`src/rtl/nukv_privacy_value_framer.sv`:
```
`timescale 1ns/1ps
`default_nettype none
// ============================================================================
// nukv_privacy_value_framer: frames each value to its declared word count.
// Revision: 1.0
// ============================================================================
module nukv_privacy_value_framer #(
  parameter int MEMORY_WIDTH        = 512,
  parameter int VALUE_SIZE_BYTES_NO = 2,
  parameter int CNT_WIDTH           = 32
) (
  input  logic                    clk,
  input  logic                    rst,
  input  logic [MEMORY_WIDTH-1:0] input_data,
  input  logic                    input_valid,
  input  logic                    input_last,
  output logic                    input_ready,
  output logic [MEMORY_WIDTH-1:0] output_data,
  output logic                    output_valid,
  output logic                    output_last,
  input  logic                    output_ready,
  output logic [CNT_WIDTH-1:0]    cnt_values,
  output logic [CNT_WIDTH-1:0]    cnt_padded,
  output logic [CNT_WIDTH-1:0]    cnt_truncated
);

  localparam int BYTES_PER_WORD = MEMORY_WIDTH / 8;
  localparam int LEN_W          = 8 * VALUE_SIZE_BYTES_NO;
  localparam int REM_W          = LEN_W + 1;

  typedef enum logic [1:0] {
    S_HEAD = 2'd0,
    S_BODY = 2'd1,
    S_PAD  = 2'd2,
    S_DROP = 2'd3
  } state_t;

  state_t                  state_q, state_d;
  logic [REM_W-1:0]        rem_q, rem_d;
  logic [MEMORY_WIDTH-1:0] data_q, data_d;
  logic                    valid_q, valid_d;
  logic                    last_q, last_d;
  logic [CNT_WIDTH-1:0]    values_q, values_d;
  logic [CNT_WIDTH-1:0]    padded_q, padded_d;
  logic [CNT_WIDTH-1:0]    trunc_q, trunc_d;

  logic             reg_free;
  logic             in_hs;
  logic             load;
  logic [REM_W-1:0] len_ext;
  logic [REM_W-1:0] words_ceil;
  logic [REM_W-1:0] words;

  assign reg_free = ~valid_q | output_ready;

  always_comb begin
    case (state_q)
      S_HEAD, S_BODY: input_ready = reg_free;
      S_PAD:          input_ready = 1'b0;
      default:        input_ready = 1'b1;
    endcase
  end

  assign in_hs = input_valid & input_ready;

  // A zero-length value still occupies one word so the framer sees a packet.
  assign len_ext    = REM_W'(input_data[LEN_W-1:0]);
  assign words_ceil = (len_ext + REM_W'(BYTES_PER_WORD - 1)) / REM_W'(BYTES_PER_WORD);
  assign words      = (len_ext == '0) ? REM_W'(1) : words_ceil;

  always_comb begin
    state_d  = state_q;
    rem_d    = rem_q;
    data_d   = data_q;
    last_d   = last_q;
    valid_d  = valid_q & ~output_ready;
    values_d = values_q;
    padded_d = padded_q;
    trunc_d  = trunc_q;
    load     = 1'b0;
    case (state_q)
      S_HEAD: begin
        if (in_hs) begin
          load   = 1'b1;
          data_d = input_data;
          if (words == REM_W'(1)) begin
            last_d = 1'b1;
            if (!input_last) begin
              state_d = S_DROP;
              trunc_d = trunc_q + CNT_WIDTH'(1);
            end
          end else begin
            last_d = 1'b0;
            rem_d  = words - REM_W'(1);
            if (input_last) begin
              state_d  = S_PAD;
              padded_d = padded_q + CNT_WIDTH'(1);
            end else begin
              state_d = S_BODY;
            end
          end
        end
      end
      S_BODY: begin
        if (in_hs) begin
          load   = 1'b1;
          data_d = input_data;
          if (rem_q == REM_W'(1)) begin
            last_d  = 1'b1;
            state_d = input_last ? S_HEAD : S_DROP;
            if (!input_last) trunc_d = trunc_q + CNT_WIDTH'(1);
          end else begin
            last_d = 1'b0;
            rem_d  = rem_q - REM_W'(1);
            if (input_last) begin
              state_d  = S_PAD;
              padded_d = padded_q + CNT_WIDTH'(1);
            end
          end
        end
      end
      S_PAD: begin
        if (reg_free) begin
          load   = 1'b1;
          data_d = '0;
          rem_d  = rem_q - REM_W'(1);
          last_d = (rem_q == REM_W'(1));
          if (rem_q == REM_W'(1)) state_d = S_HEAD;
        end
      end
      default: begin
        if (in_hs && input_last) state_d = S_HEAD;
      end
    endcase
    if (load) begin
      valid_d = 1'b1;
      if (last_d) values_d = values_q + CNT_WIDTH'(1);
    end
  end

  always_ff @(posedge clk or negedge rst) begin
    if (!rst) begin
      state_q  <= S_HEAD;
      rem_q    <= '0;
      data_q   <= '0;
      valid_q  <= 1'b0;
      last_q   <= 1'b0;
      values_q <= '0;
      padded_q <= '0;
      trunc_q  <= '0;
    end else begin
      state_q  <= state_d;
      rem_q    <= rem_d;
      data_q   <= data_d;
      valid_q  <= valid_d;
      last_q   <= last_d;
      values_q <= values_d;
      padded_q <= padded_d;
      trunc_q  <= trunc_d;
    end
  end

  assign output_data   = data_q;
  assign output_valid  = valid_q;
  assign output_last   = last_q;
  assign cnt_values    = values_q;
  assign cnt_padded    = padded_q;
  assign cnt_truncated = trunc_q;

endmodule
`default_nettype wire
```
`config.mk`:
```
export PLATFORM = sky130hd
export DESIGN_NAME = nukv_privacy_value_framer
export DESIGN_NICKNAME = d
export VERILOG_FILES = /design/src/rtl/nukv_privacy_value_framer.sv
export SDC_FILE = /design/constraint.sdc
export NUM_CORES = 1
export LEC_CHECK = 0
export CORE_AREA = 2 2 445 447
export CTS_BUF_LIST = sky130_fd_sc_hd__clkbuf_2 sky130_fd_sc_hd__clkbuf_4 sky130_fd_sc_hd__clkbuf_8
export CTS_CLUSTER_SIZE = 30
export DETAILED_ROUTE_END_ITERATION = 7
export DIE_AREA = 0 0 447 449
export SLEW_MARGIN = 20
export SYNTH_ARGS = -nofsm -noshare
export SYNTH_HDL_FRONTEND = slang
export SYNTH_SLANG_ARGS = --single-unit
export TNS_END_PERCENT = 30
```
`constraint.sdc`:
```
create_clock -name clk -period 3.16 [get_ports clk]
set_input_delay 0.948 -clock clk [delete_from_list [all_inputs] [get_ports clk]]
set_output_delay 0.948 -clock clk [all_outputs]
set_load 0.01 [all_outputs]
```
After elaboration in Yosys (flattened, before gate mapping):

Cells that the tools add are included.
W data, S select, Z words.

* reduce and logical (&&, ||, !) cells: 14
* mux-type cells: 45
* $add $sub $neg: 6
* equality and inequality tests: 15
* bitwise logic cells: 5

Operator list (number)
* $mux W512: 2
* $pmux W512 S2: 1
* $mux W32: 10
* $pmux W32 S2: 2
* $add A32 B1 Y32 const B: 3
* $mux W17: 5
* $pmux W17 S3: 1
* $mux W2: 11
* $add A16 B6 Y17 const B: 1
* $eq A17 B1 Y1 const B: 1
* $logic_not A17 Y1: 1
* $sub A17 B1 Y17 const B: 1
* $ne A2 B2 Y1 const B: 8
* $sub A11 B1 Y12 const B: 1
* $eq A11 B1 Y1 const B: 1
* $mux W11: 1
* $reduce_and A5 Y1: 2
* $mux W1: 8
* $reduce_and A7 Y1: 1
* $ne A3 B3 Y1 const B: 2
* $pmux W2 S3: 1
* $reduce_and A6 Y1: 1
* $pmux W1 S2: 2
* $reduce_bool A2 Y1: 2
* 14 further kinds: 16

* bits in registers: 629
* input bits: 517
* word-level logic and storage cells: 93

Logic depth before layout (Yosys ltp):

Gate-level depths: netlist (run 1).

* depth in word-level cells: 7
* gate-level depth with buffers: 14

Worst setup path before layout (run 1):

OpenSTA, ideal clock, no wires.

* path kind: input to register
* start: input input_data[11]
* end: register values_q[29] (netlist: cnt_values[29])
* library setup time: 0.079 ns
* stages on the path: 10
* slack: -0.710 ns
* arrival: 3.791 ns
* path through: or3_4 -> or4_4 -> nand2b_1 -> a21boi_0 -> ha_1 -> or4b_1 -> or3b_4 -> buf_6 -> a211oi_2 -> xor2_1

* word-level cells in the longest chain between the ends: 7
* elaborated cells on any way between the ends: 8
* those cells by class: 1 x add/sub; 1 x eq/ne; 4 x mux; 2 x reduce/logical

Ends and longest elaborated chain
* start: declaration: line 14 `input logic [MEMORY_WIDTH-1:0] input_data,`
* $add A16 B6 Y17 / $logic_not A17 Y1 (equally long branches): line 68, 69
* $mux W11 *: line 69 `assign words = (len_ext == '0) ? REM_W'(1) : words_ceil;`
* $eq A11 B1 Y1 *: line 86 `if (words == REM_W'(1)) begin`
* $mux W1 *: line 86
* $mux W1 *: line 83 `if (in_hs) begin`
* $pmux W1 S3 *: line 81 `case (state_q)`
* $reduce_and A2 Y1 (no source line) *
* end signal: assignment: line 157 `values_q <= values_d;`
* end: declaration: line 43 `logic [CNT_WIDTH-1:0] values_q, values_d;`

Mark *: on every way between the ends. The rest lies on a longest branch, timed or not.
A chain may end at the register's enable or synchronous reset.

Worst setup path in the final report (run 1):

* start: register state_q[0]
* end: output input_ready

* word-level cells in the longest chain between the ends: 3
* elaborated cells on any way between the ends: 5
* those cells by class: 2 x eq/ne; 1 x mux; 2 x reduce/logical

Ends and longest elaborated chain
* start: declaration: line 38 `state_t state_q, state_d;`
* start signal: assignment: line 152 `state_q <= state_d;`
* $eq A2 B1 Y1 / $logic_not A2 Y1 (equally long branches): line 57 `case (state_q)`
* $reduce_or A2 Y1 (no source line)
* $pmux W1 S2 *: line 57
* end: declaration: line 17 `output logic input_ready,`

Marked as above.

==> results of run 1 <==
## state kept, by name, summed over array words and instances, names as in the netlist
| signal | cells |
|---|---|
| output_valid | 1 |
| output_data | 512 |
| cnt_padded | 32 |
| output_last | 1 |
| rem_q | 17 |
| state_q | 2 |
| cnt_values | 32 |
| cnt_truncated | 32 |
## logic make-up (layout without fill, tap and decap cells)
group / after synthesis / in the layout / synth area share
and+or+nand+nor: 1813 / 1814 / 0.2999
DFF: 629 / 629 / 0.5989
adders and majority gates: 11 / 11 / 0.005237
xor gates and xnor gates: 99 / 99 / 0.03299
muxes: 4 / 4 / 0.001619
buffers and inverters: 221 / 1593 / 0.03190
other: 0 / 9 / 0
AOI/OAI and AO/OA: 110 / 110 / 0.02942
## metal layers
metal  track usage  part of all wire  vias up
li1              -                 -    12130
met1        0.1772              0.37    13000
met5             0           0.00062        -
met2        0.2819              0.50     1168
met4       0.05965             0.040       16
met3       0.06105             0.094      355
## cells in the mapped netlist (4+ instances only)
cell	count	area share
a211oi_2	4	0.0019
a21o_1	4	0.0011
a21oi_1	20	0.0038
and2_1	7	0.0017
and3_1	18	0.0043
and4_1	10	0.0033
clkbuf_1	192	0.027
dfrtp_1	629	0.60
ha_1	11	0.0052
inv_1	26	0.0037
nand2_1	1079	0.15
nand2b_1	5	0.0012
nand3_1	545	0.10
nand4_1	23	0.0055
nor2_1	35	0.0050
nor2b_1	4	0.00095
nor3_1	42	0.0080
nor4_1	18	0.0043
o2111ai_1	8	0.0027
o211ai_1	10	0.0029
o21a_1	5	0.0014
o21ai_0	22	0.0042
o31a_1	6	0.0020
o31ai_1	8	0.0023
or2_2	4	0.00095
or3_1	7	0.0017
or4_1	4	0.0011
xnor2_1	54	0.018
xor2_1	45	0.015
## metrics by stage
stage / util / power (mW) / setup slack [ps] / hold WS [ps] / setup TNS (ps)
floorplan: - / 22.06 / -572.2 / 445.6 / -35320
CTS: 0.2300 / 46.55 / -127.0 / 467.1 / -127.0
detailed placement: 0.2150 / 36.49 / -1309 / 453.5 / -155550
finish: 0.2307 / 45.80 / 26.74 / 439.5 / 0
global route: 0.2307 / 48.80 / -99.10 / 373.5 / -121.2
global placement: 0.2150 / 36.23 / -1329 / 447.3 / -132380
## final timing paths
| path | start | to | cells past startpoint |
|---|---|---|---|
| max in group asynchronous | rst | output_data[257]$_DFFE_PN0P_ | 3 |
| hold reg to reg | output_data[210]$_DFFE_PN0P_ | output_data[210]$_DFFE_PN0P_ | 2 |
| setup / recovery | state_q[0]$_DFFE_PN0P_ | input_ready | 5 |
| setup reg to reg | cnt_padded[3]$_DFFE_PN0P_ | cnt_padded[30]$_DFFE_PN0P_ | 7 |
| hold / removal | input_data[2] | output_data[2]$_DFFE_PN0P_ | 3 |
| min in group asynchronous | rst | cnt_padded[19]$_DFFE_PN0P_ | 2 |
## worst min-delay path, stage by stage
cell,delay (ps)
dlymetal6s2s_1,160
nand3_1,80
nand2_1,60
## power by group
group          switching [mW]  internal [mW]  leakage (nW)
combinational            13.8           9.52          11.2
sequential               1.78           11.0          8.12
clock                    4.07           5.64          1.50
## layout make-up
type | instances | area [um2]
inverter | 27 | 108.9
multi-input combinational | 2038 | 9853
clock buffer | 190 | 2384
clock inverter | 34 | 488.0
tap | 2640 | 3303
sequential | 629 | 15740
timing repair buffer | 1342 | 13360
fill | 21400 | 150900
antenna | 9 | 22.52
## what timing repair did
action | 4_1_cts | 5_1_grt
setup buffers | 6 | 6
cloned | 1 | 0
resized for setup | 60 | 22
pin swaps | 5 | 9
endpoints found under the setup margin | 93 | 93
hold endpoints to repair | 14 | 0
hold buffers | 1 | 0
==> results.md, run 1 <==
- The flow ran to the end, and the final reports show no timing, DRC or antenna violations.
- The number of hold violations in the final report came to 0.
- The worst path buffer plus inverter count is 2.
- After routing the design area is 45260 um2.
- Dividing the detail-routed via count by the number of cells gives 3.860.
- The top cell types in the final layout, fill and taps aside, are clkdlybuf4s50_1, nand2_1, dfrtp_1, nand3_1, buf_4.
- The number of buffer cells added on primary ports is 1127.
- The number of failing setup endpoints in the final timing report is 0.
- The synthesized netlist contains 61 unique library cells.
- The count of max-cap constraint violations is 0.
- The row count is 163.
- TritonCTS built the clock tree.
- The overall routing resource usage is 0.1618.
- The clock passes through at most 3 buffers.
- The number of flops mapped to enable cells by yosys is 0.
- Entering global routing, the biggest net connects 117 pins.
- In the final design database the tool counted 4686 nets.
- Based on the critical path, the design can be clocked at up to 319.2 MHz.
- The routed layout has 26670 vias.
- The buffer cell driving the clock tree root is clkbuf_8.
- The biggest cell delay along the critical path is 400 ps.
- Synthesis handed over a netlist of 2887 instances.
- Detailed placement finished with a half-perimeter wire length of 138700 um.
- The TritonCTS sink count is 629.
- STA classifies the critical path startpoint as a flop.
- Measured along the x axis, the die boundary spans 447 um.
- The worst setup skew after layout is 41.89 ps.
- At the pin with the least slew margin, the transition time is 811.2 ps.
- 1128 I/O pins were placed.
- The routed wirelength normalized by instance count is 24.19 um.
- The share of synthesized registers carrying an async set or reset is 1.000.
- The count of non-filler cells in the finished layout is 6909.
- The initial detailed-routing violation count is 1812.
- After detailed placement, the total cell area comes to 42170 um2.
- For the worst-skew pair, the clock arrives at the later sink with an insertion delay of 890 ps.
- The mapped netlist covers 26280 um2.
- Across the VDD grid, the largest voltage drop is 0.5247 mV.
- The total wirelength of the detailed-routed design is 167100 um.
- The endpoint arrival time on the critical path is 2190 ps.
- The top fanout value on the critical path is 6.
- The Yosys step of the flow raised 0 warnings.
- The critical path goes through inv_2, ha_4, or3_4, o21ai_4, buf_6.
- The number of remaining DRC errors is 0.
- The class of the tightest hold or removal check is in2reg.
- Including well taps, the total number of placed cells is 6662.
- The clock slew at the register clock pins of the worst setup and hold paths is 60 ps.
- Power spread over the standard cell area amounts to 1012 nW/um2.
- In the synthesized netlist the dominant register cell turns out to be dfrtp_1.
- On the critical path, the stage with the largest delay is an instance of dfrtp_1.
- Broken down by cell family, the worst path's largest delay share belongs to flip-flops.
- The first global-routing pass estimated 224000 um of wire.
- The number of antenna violations at the first check in global routing was 84.
- The first detailed-routing pass ran for 5 iterations.
- The data required time of the critical path is 2210 ps.
- The initial standard-cell utilization of the core is 0.1340.
- The sequential cell area fraction in the yosys report is 0.5989.
- For flop-to-flop paths, the worst setup slack is 440 ps.
- CTS built an H-tree with a depth of 3.
- The relative slew slack is 0.4542.
- The count of final max-slew check failures is 0.
- The mean instance size in the synthesized netlist is 9.103 um2.
- The proportion of layout cells with a drive suffix above 1 is 0.1129.
- The number of antenna-violating nets in the routed design is 0.
- The final critical-path share of the clock period is 0.9915.
- The number of global-route vias before repair is 26400.
- The number of nets in the synthesized netlist is 3415.
- The capturing element type of the critical path is an output pin.
- The area growth from synthesis to layout is 72.22%.
- The die area is 200700 um2.
- The critical path class is reg2out.
- The total of flip-flops plus latches after synthesis is 629.
- Subtracting the final worst setup slack from the clock period gives 3133 ps.
- The placer congestion estimate is 0.9777.
- The clock buffer count from CTS is 120.
- The total grt overflow is 0.
- The area of the placeable core is 196200 um2.
- The reported leakage power is 20.87 nW.
- The chip height is 449 um.
- Setup repair after global routing could not meet its margin everywhere.
- The most frequent standard cell in the layout excluding fill and tap cells is clkdlybuf4s50_1.
Power figures use the tool's default switching activity.
==> inputs of run 2 (changes only) <==
--- a/config.mk
+++ b/config.mk
@@ -5,8 +5,10 @@
 export SDC_FILE = /design/constraint.sdc
 export NUM_CORES = 1
 export LEC_CHECK = 0
+export CAP_MARGIN = 0
 export CORE_AREA = 2 2 445 447
 export CTS_BUF_LIST = sky130_fd_sc_hd__clkbuf_2 sky130_fd_sc_hd__clkbuf_4 sky130_fd_sc_hd__clkbuf_8
+export CTS_CLUSTER_DIAMETER = 60
 export CTS_CLUSTER_SIZE = 30
 export DETAILED_ROUTE_END_ITERATION = 7
 export DIE_AREA = 0 0 447 449
==> results.md, run 2 (same netlist as run 1, synthesis figures left out) <==
- The critical path in this run is classified as in2reg.
- The tightest hold margin is 468.1 ps (+28.59 ps).
- The reported leakage power came to 20.21 nW (-3.1%).
- The number of hold violations in the final report was 0 (unchanged).
- The TritonCTS sink count is 629 (unchanged).
- The net count of the finished layout is 4640 (-0.98%).
- The worst setup skew after layout is 77.33 ps (+35.44 ps).
- The detailed-route vias per instance is 3.853 (-0.19%).
- The cell family contributing the most delay on the critical path is simple AND/OR/NAND/NOR gates.
- The area of the placeable core was 196200 um2 (unchanged).
- The buffer cell driving the clock tree root is clkbuf_8.
- The routed wirelength normalized by instance count is 24.34 um (+0.65%).
- The clock slew at the register clock pins of the worst setup and hold paths is 100 ps (+40 ps).
- The maximum number of pins on one net before global-route repair is 117 (unchanged).
- The number of buffers between clock root and the deepest sink is 3 (unchanged).
- The area growth from synthesis to final layout is 68.53%.
- The number of ports placed on the die boundary is 1128 (unchanged).
- The most frequent standard cell in the layout excluding fill and tap cells is clkdlybuf4s50_1.
- Walking the worst path, the cells encountered are clkdlybuf4s50_1, or2_1, or4_4, nand2b_4, a21boi_4, buf_4, buf_4, buf_4, inv_1, ha_2, nand3b_1, a211oi_1, a21oi_1, xnor2_1, o32ai_1, a21oi_1.
- The initial detailed-routing violation count is 1970 (+8.7%).
- The width of the chip is 447 um (unchanged).
- The number of global-route vias before repair is 25920 (-1.8%).
- The relative slew slack is 0.4356 (-0.01858).
- The placer congestion estimate is 0.9777 (unchanged).
- The biggest cell delay along the critical path came to 430 ps (+30 ps).
- The number of antenna violations at the first check in global routing is 83 (-1.2%).
- The clock period minus worst slack is 3137 ps (+3.720 ps).
- The overall routing resource usage is 0.1612 (-0.0005388).
- The capturing element type of the critical path is a flop.
- The clock buffer count from CTS came to 79 (-34%).
- The count of max-cap constraint violations came to 0 (unchanged).
- The worst-case setup margin in the final layout is 23.02 ps (-3.720 ps).
- In this run the worst hold path is classified as reg2reg.
- The die area is 200700 um2 (unchanged).
- The number of optimization iterations in the first detailed-route pass is 5 (unchanged).
- The cell that appears most often on the critical path is buf_4.
- The worst path buffer plus inverter count is 5 (+3).
- The power density over the cells came to 978.1 nW/um2 (-3.3%).
- The row count is 163 (unchanged).
- The number of failing setup endpoints in the final timing report was 0 (unchanged).
- The worst supply voltage drop on vdd was 0.4873 mV (-7.1%).
- The total wirelength of the detailed-routed design is 166200 um (-0.53%).
- The actual slew at the worst max-slew pin came to 838.9 ps (+27.62 ps).
- The data required time of the critical path is 3940 ps (+1730 ps).
- The worst setup timing slack at the placement stage is -1309 ps (unchanged).
- Setup repair after global routing could not meet its margin everywhere.
- The final critical-path share of the clock period is 0.9927 (+0.001177).
- The total grt overflow is 0 (unchanged).
- The sum of net half-perimeters after detailed placement is 138700 um (unchanged).
- The flow ran to the end, and the final reports show no timing, DRC or antenna violations.
- The count of final max-slew check failures came to 0 (unchanged).
- The top fanout value on the critical path is 4 (-2).
- The flip-flop count of the largest register after layout is 512 (unchanged).
- The chip height is 449 um (unchanged).
- The proportion of layout cells with a drive suffix above 1 is 0.09552 (-0.01739).
- The detailed-route via count was 26310 (-1.4%).
- The maximum achievable frequency is 318.8 MHz (-0.12%).
- The number of remaining DRC errors is 0 (unchanged).
- The number of levels the H-tree was split into is 3 (unchanged).
- Leaving out fill and tap cells, the most frequent cells in the layout are clkdlybuf4s50_1, nand2_1, dfrtp_1, nand3_1, buf_4.
- The first-pass GRT wire length came to 222800 um (-0.51%).
- The number of antenna-violating nets in the routed design is 0 (unchanged).
- TritonCTS built the clock tree.
- The insertion delay to the later sink of the worst-skew pair is 840 ps (-50 ps).
- STA classifies the critical path startpoint as a primary input.
- The slowest stage of the critical path is the or4_4 cell.
- The initial standard-cell utilization of the core is 0.1340 (unchanged).
- The endpoint arrival time on the critical path is 3910 ps (+1720 ps).
- The number of buffer cells added on primary ports was 1127 (unchanged).
==> run 2: changes by cell type in the layout (fill, tap and decap cells not counted), moves of 18 or more <==
cell / change
clkbuf_4: -36
dlygate4sd2_1: -18
clkbuf_8: -68
clkdlybuf4s50_1: +20
==> run 2: repair_timing <==
item | 4_1_cts | 5_1_grt
hold endpoints to repair | 1 | 0
resized for setup | 40 | 25
setup endpoints to repair | 84 | 101
gates cloned | 1 | 0
hold buffers | 1 | 0
buffers inserted | 4 | 3
pin swaps | 5 | 7
==> run 2: final cells by class <==
cell class / count / area, um2
clock inverter: 60 / 708.2
antenna: 11 / 27.53
timing repair buffer: 1337 / 13350
tap: 2640 / 3303
clock buffer: 86 / 1177
multi-input combinational: 2038 / 9881
sequential: 629 / 15740
inverter: 27 / 108.9
fill: 21470 / 151900
==> run 2: metal layers <==
layer / global-route usage / part of all wire / up-vias / routed length (um)
li1: - / - / 12020 / -
met4: 0.06092 / 0.039 / 12 / 6421
met1: 0.1775 / 0.36 / 12820 / 60650
met3: 0.05886 / 0.094 / 309 / 15640
met2: 0.2808 / 0.50 / 1144 / 83430
met5: 0 / 0.00046 / - / 76
==> run 2: stage by stage <==
step                instances  cell area, um2  utilization  TNS (ps)  power [mW]
finish                   6828           44290       0.2258         0       43.32
global route             6826           44290       0.2257    -68.84       46.33
CTS                      6814           44140       0.2250    -110.2       44.14
detailed placement       6662           42170       0.2150   -155550       36.49
global placement         6662           42170       0.2150   -132380       36.23
floorplan                2887           26310            -    -35320       22.06
==> run 2: path summary, 6_finish.rpt <==
kind	end	start	cells after the start	slack (ps)
max	rem_q[6]$_DFFE_PN0P_	input_data[9]	16	20
min	output_data[90]$_DFFE_PN0P_	output_data[90]$_DFFE_PN0P_	2	470
max reg2reg	cnt_padded[30]$_DFFE_PN0P_	cnt_padded[3]$_DFFE_PN0P_	7	430
min in group asynchronous	cnt_padded[19]$_DFFE_PN0P_	rst	2	720
min reg2reg	output_data[90]$_DFFE_PN0P_	output_data[90]$_DFFE_PN0P_	2	470
max in group asynchronous	output_data[239]$_DFFE_PN0P_	rst	3	1500
==> run 2: tightest hold or removal path, stage by stage (launching register included) <==
cell and delay [ps]:
dfrtp_1 350, nand2_1 50, nand2_1 40
==> run 2: power breakdown <==
part	leakage [nW]	internal, mW	switching [mW]	total, mW
logic	11.2	9.56	13.7	23.3
registers	8.12	11.0	1.77	12.8
clock network	0.932	3.26	4.01	7.28
==> inputs of run 3 (changes only) <==
--- a/config.mk
+++ b/config.mk
@@ -6,12 +6,12 @@
 export NUM_CORES = 1
 export LEC_CHECK = 0
 export CAP_MARGIN = 0
-export CORE_AREA = 2 2 445 447
+export CORE_AREA = 2 2 443 445
 export CTS_BUF_LIST = sky130_fd_sc_hd__clkbuf_2 sky130_fd_sc_hd__clkbuf_4 sky130_fd_sc_hd__clkbuf_8
 export CTS_CLUSTER_DIAMETER = 60
 export CTS_CLUSTER_SIZE = 30
 export DETAILED_ROUTE_END_ITERATION = 7
-export DIE_AREA = 0 0 447 449
+export DIE_AREA = 0 0 445 447
 export SLEW_MARGIN = 20
 export SYNTH_ARGS = -nofsm -noshare
 export SYNTH_HDL_FRONTEND = slang
==> constraint.sdc (replaced) <==
create_clock -name clk -period 3.69 [get_ports clk]
set_input_delay 1.107 -clock clk [delete_from_list [all_inputs] [get_ports clk]]
set_output_delay 1.107 -clock clk [all_outputs]
set_load 0.01 [all_outputs]
==> results.md, run 3 (same netlist as run 1, synthesis figures left out) <==
- The top fanout value on the critical path came to 16 (+12).
- The quantity of hold-fixing buffers added after cts is 0 (-1).
- The initial detailed-routing violation count is 2186 (+11%).
- The detailed-route vias per instance is 3.962 (+2.8%).
- The first-pass GRT wire length is 229900 um (+3.2%).
- The number of hold violations in the final report is 0 (unchanged).
- The capturing element type of the critical path is a flop.
- The biggest cell delay along the critical path is 530 ps (+100 ps).
- The cell sitting at the root of the clock tree is a clkbuf_8.
- Leaving out fill and tap cells, the most frequent cells in the layout are clkdlybuf4s50_1, nand2_1, dfrtp_1, nand3_1, buf_4.
- The critical path in this run is classified as in2reg.
- In the finished design, the share of the clock period the worst path needs comes to 0.9895.
- The sum of net half-perimeters after detailed placement is 143900 um (+3.7%).
- The number of antenna violations at the first check in global routing is 20 (-76%).
- The row count is 162 (-0.61%).
- The number of optimization iterations in the first detailed-route pass is 5 (unchanged).
- The minimum setup slack among reg-to-reg paths is 700 ps (+270 ps).
- The chip height is 447 um (-0.45%).
- The endpoint arrival time on the critical path is 4320 ps (+410 ps).
- The maximum number of pins on one net before global-route repair is 129 (+10%).
- The relative slew slack is 0.4426 (+0.007043).
- The data required time of the critical path is 4360 ps (+420 ps).
- The number of antenna-violating nets in the routed design was 0 (unchanged).
- The clock buffer count from CTS was 80 (+1.3%).
- The number of placed instances, taps included is 6518 (-2.2%).
- From synthesis to final layout, the design area changed by 65.91%.
- Setup repair after global routing could not meet its margin everywhere.
- The power density over the cells is 852.5 nW/um2 (-13%).
- The actual slew at the worst max-slew pin was 834.3 ps (-4.546 ps).
- The utilization after layout is 0.2246 (-0.001195).
- The net count of the finished layout is 4588 (-1.1%).
- The signal on the critical path passes through clkdlybuf4s50_1, or3_4, or4_4, nand2b_1, a21boi_2, ha_1, nand2b_1, nor3_2, nand4_1, buf_4, nand4_1, buf_12, nor4_1, xor2_1.
- The overall routing resource usage is 0.1680 (+0.006724).
- The final total power is 37.17 mW (-14%).
- In this run the worst setup path begins at input_data[12].
- The worst setup skew after layout is 57.48 ps (-19.84 ps).
- The worst supply voltage drop on vdd is 0.4910 mV (+0.76%).
- The die area is 198900 um2 (-0.89%).
- The flip-flop count of the largest register after layout is 512 (unchanged).
- The class of the tightest hold or removal check is in2async.
- The number of levels the H-tree was split into is 3 (unchanged).
- The TritonCTS sink count is 629 (unchanged).
- The proportion of layout cells with a drive suffix above 1 is 0.08095 (-0.01457).
- The number of ports placed on the die boundary is 1128 (unchanged).
- The end of the critical path is cnt_padded[22]$_DFFE_PN0P_.
- The count of final max-slew check failures is 0 (unchanged).
- The reported leakage power is 19.82 nW (-1.9%).
- The total wirelength of the detailed-routed design is 172800 um (+4.0%).
- The number of global-route vias before repair is 25780 (-0.54%).
- The number of buffers between clock root and the deepest sink was 3 (unchanged).
- The initial standard-cell utilization of the core was 0.1353 (+0.001390).
- The number of remaining DRC errors is 0 (unchanged).
- The tightest hold margin is 138.7 ps (-329.4 ps).
- The critical path launch point type is a primary input.
- The insertion delay to the later sink of the worst-skew pair is 840 ps (about the same).
- The count of max-cap constraint violations is 0 (unchanged).
- The area of the placeable core is 194200 um2 (-1.0%).
- The routed wirelength normalized by instance count is 25.87 um (+6.3%).
- The library cell used most frequently in the layout, excluding fill and tap cells, is clkdlybuf4s50_1.
- The count of non-filler cells in the finished layout is 6680 (-2.2%).
- The number of buffer cells added on primary ports was 1127 (unchanged).
- The total grt overflow is 0 (unchanged).
- The run finished with clean final reports.
- In this run the critical register-to-register path is captured at rem_q[0]$_DFFE_PN0P_.
- The width of the chip is 445 um (-0.45%).
- The number of cells on the worst reg-to-reg path is 6 (-1).
- Timing would allow up to 273.9 MHz.
- The clock period minus worst slack is 3651 ps.
- The clock slew at the register clock pins of the worst setup and hold paths is 90 ps (about the same).
- The number of failing setup endpoints in the final timing report is 0 (unchanged).
- Among all stages on the critical path, the largest delay is contributed by or4_4.
- The detailed-route via count was 26470 (+0.61%).
- The launch point of the worst reg-to-reg path is rem_q[12]$_DFFE_PN0P_.
- The placer congestion estimate is 0.9392 (-3.9%).
- TritonCTS built the clock tree.
[run 3: changes by cell type in the layout (fill, tap and decap cells not counted), sizes merged]
cell           change
clkbuf             +1
clkdlybuf4s50     +23
inv                +4
clkinv             -2
dlymetal6s2s       -4
buf               -52
dlygate4sd3        -1
clkdlybuf4s15      -1
bufinv             -1
diode              +1
clkinvlp           -1
dlygate4sd2       -17
[run 3: metal layers]
metal,wire (um),global-route usage
met5,265,0.008791
met4,5556,0.05870
met3,14590,0.05713
met2,84080,0.2783
met1,68320,0.2011
[run 3: stage by stage]
stage                     worst slack (ps)  setup TNS [ps]  cell area, um2
after global routing                -22.38          -60.62           43600
after detailed placement            -946.4          -85770           41600
final                                38.60               0           43600
after global placement              -920.4          -81880           41600
after CTS                            11.50               0           43510
after floorplan                     -201.2           -2393           26300
[run 3: timing repair]
item / 4_1_cts / 5_1_grt
buffers inserted: 0 / 1
gates cloned: 0 / 1
gates resized for setup: 7 / 9
setup endpoints to repair: 1 / 58
pin swaps: 0 / 3
[run 3: how the worst min path moves through the flow]
stage	to	from
floorplan	rem_q[14]$_DFFE_PN0P_	rem_q[14]$_DFFE_PN0P_
global placement	output_data[284]$_DFFE_PN0P_	output_data[284]$_DFFE_PN0P_
detailed placement	output_data[335]$_DFFE_PN0P_	output_data[335]$_DFFE_PN0P_
global route	cnt_truncated[25]$_DFFE_PN0P_	rst
CTS	cnt_truncated[25]$_DFFE_PN0P_	rst
finish	cnt_truncated[25]$_DFFE_PN0P_	rst
[run 3: final cells by class]
| type | instances | area, um2 |
|---|---|---|
| antenna | 12 | 30.03 |
| clock buffer | 88 | 1199 |
| clock inverter | 60 | 708.2 |
| fill | 21060 | 150600 |
| inverter | 27 | 108.9 |
| multi-input combinational | 2038 | 9788 |
| sequential | 629 | 15740 |
| tap | 2542 | 3181 |
| timing repair buffer | 1284 | 12850 |
[run 3: critical path: cells and delay by family]
family                     cells  cell delay [ps]
adders and majority gates      1              170
AOI/OAI and AO/OA              1              150
buffers and inverters          3              860
and+or+nand+nor                8             1850
xor gates and xnor gates       1              180
[run 3: where the power goes]
| part | internal (mW) | leakage [nW] | switching, mW |
|---|---|---|---|
| sequential | 9.40 | 8.12 | 1.79 |
| combinational | 7.69 | 10.8 | 12.0 |
| clock | 2.78 | 0.945 | 3.49 |
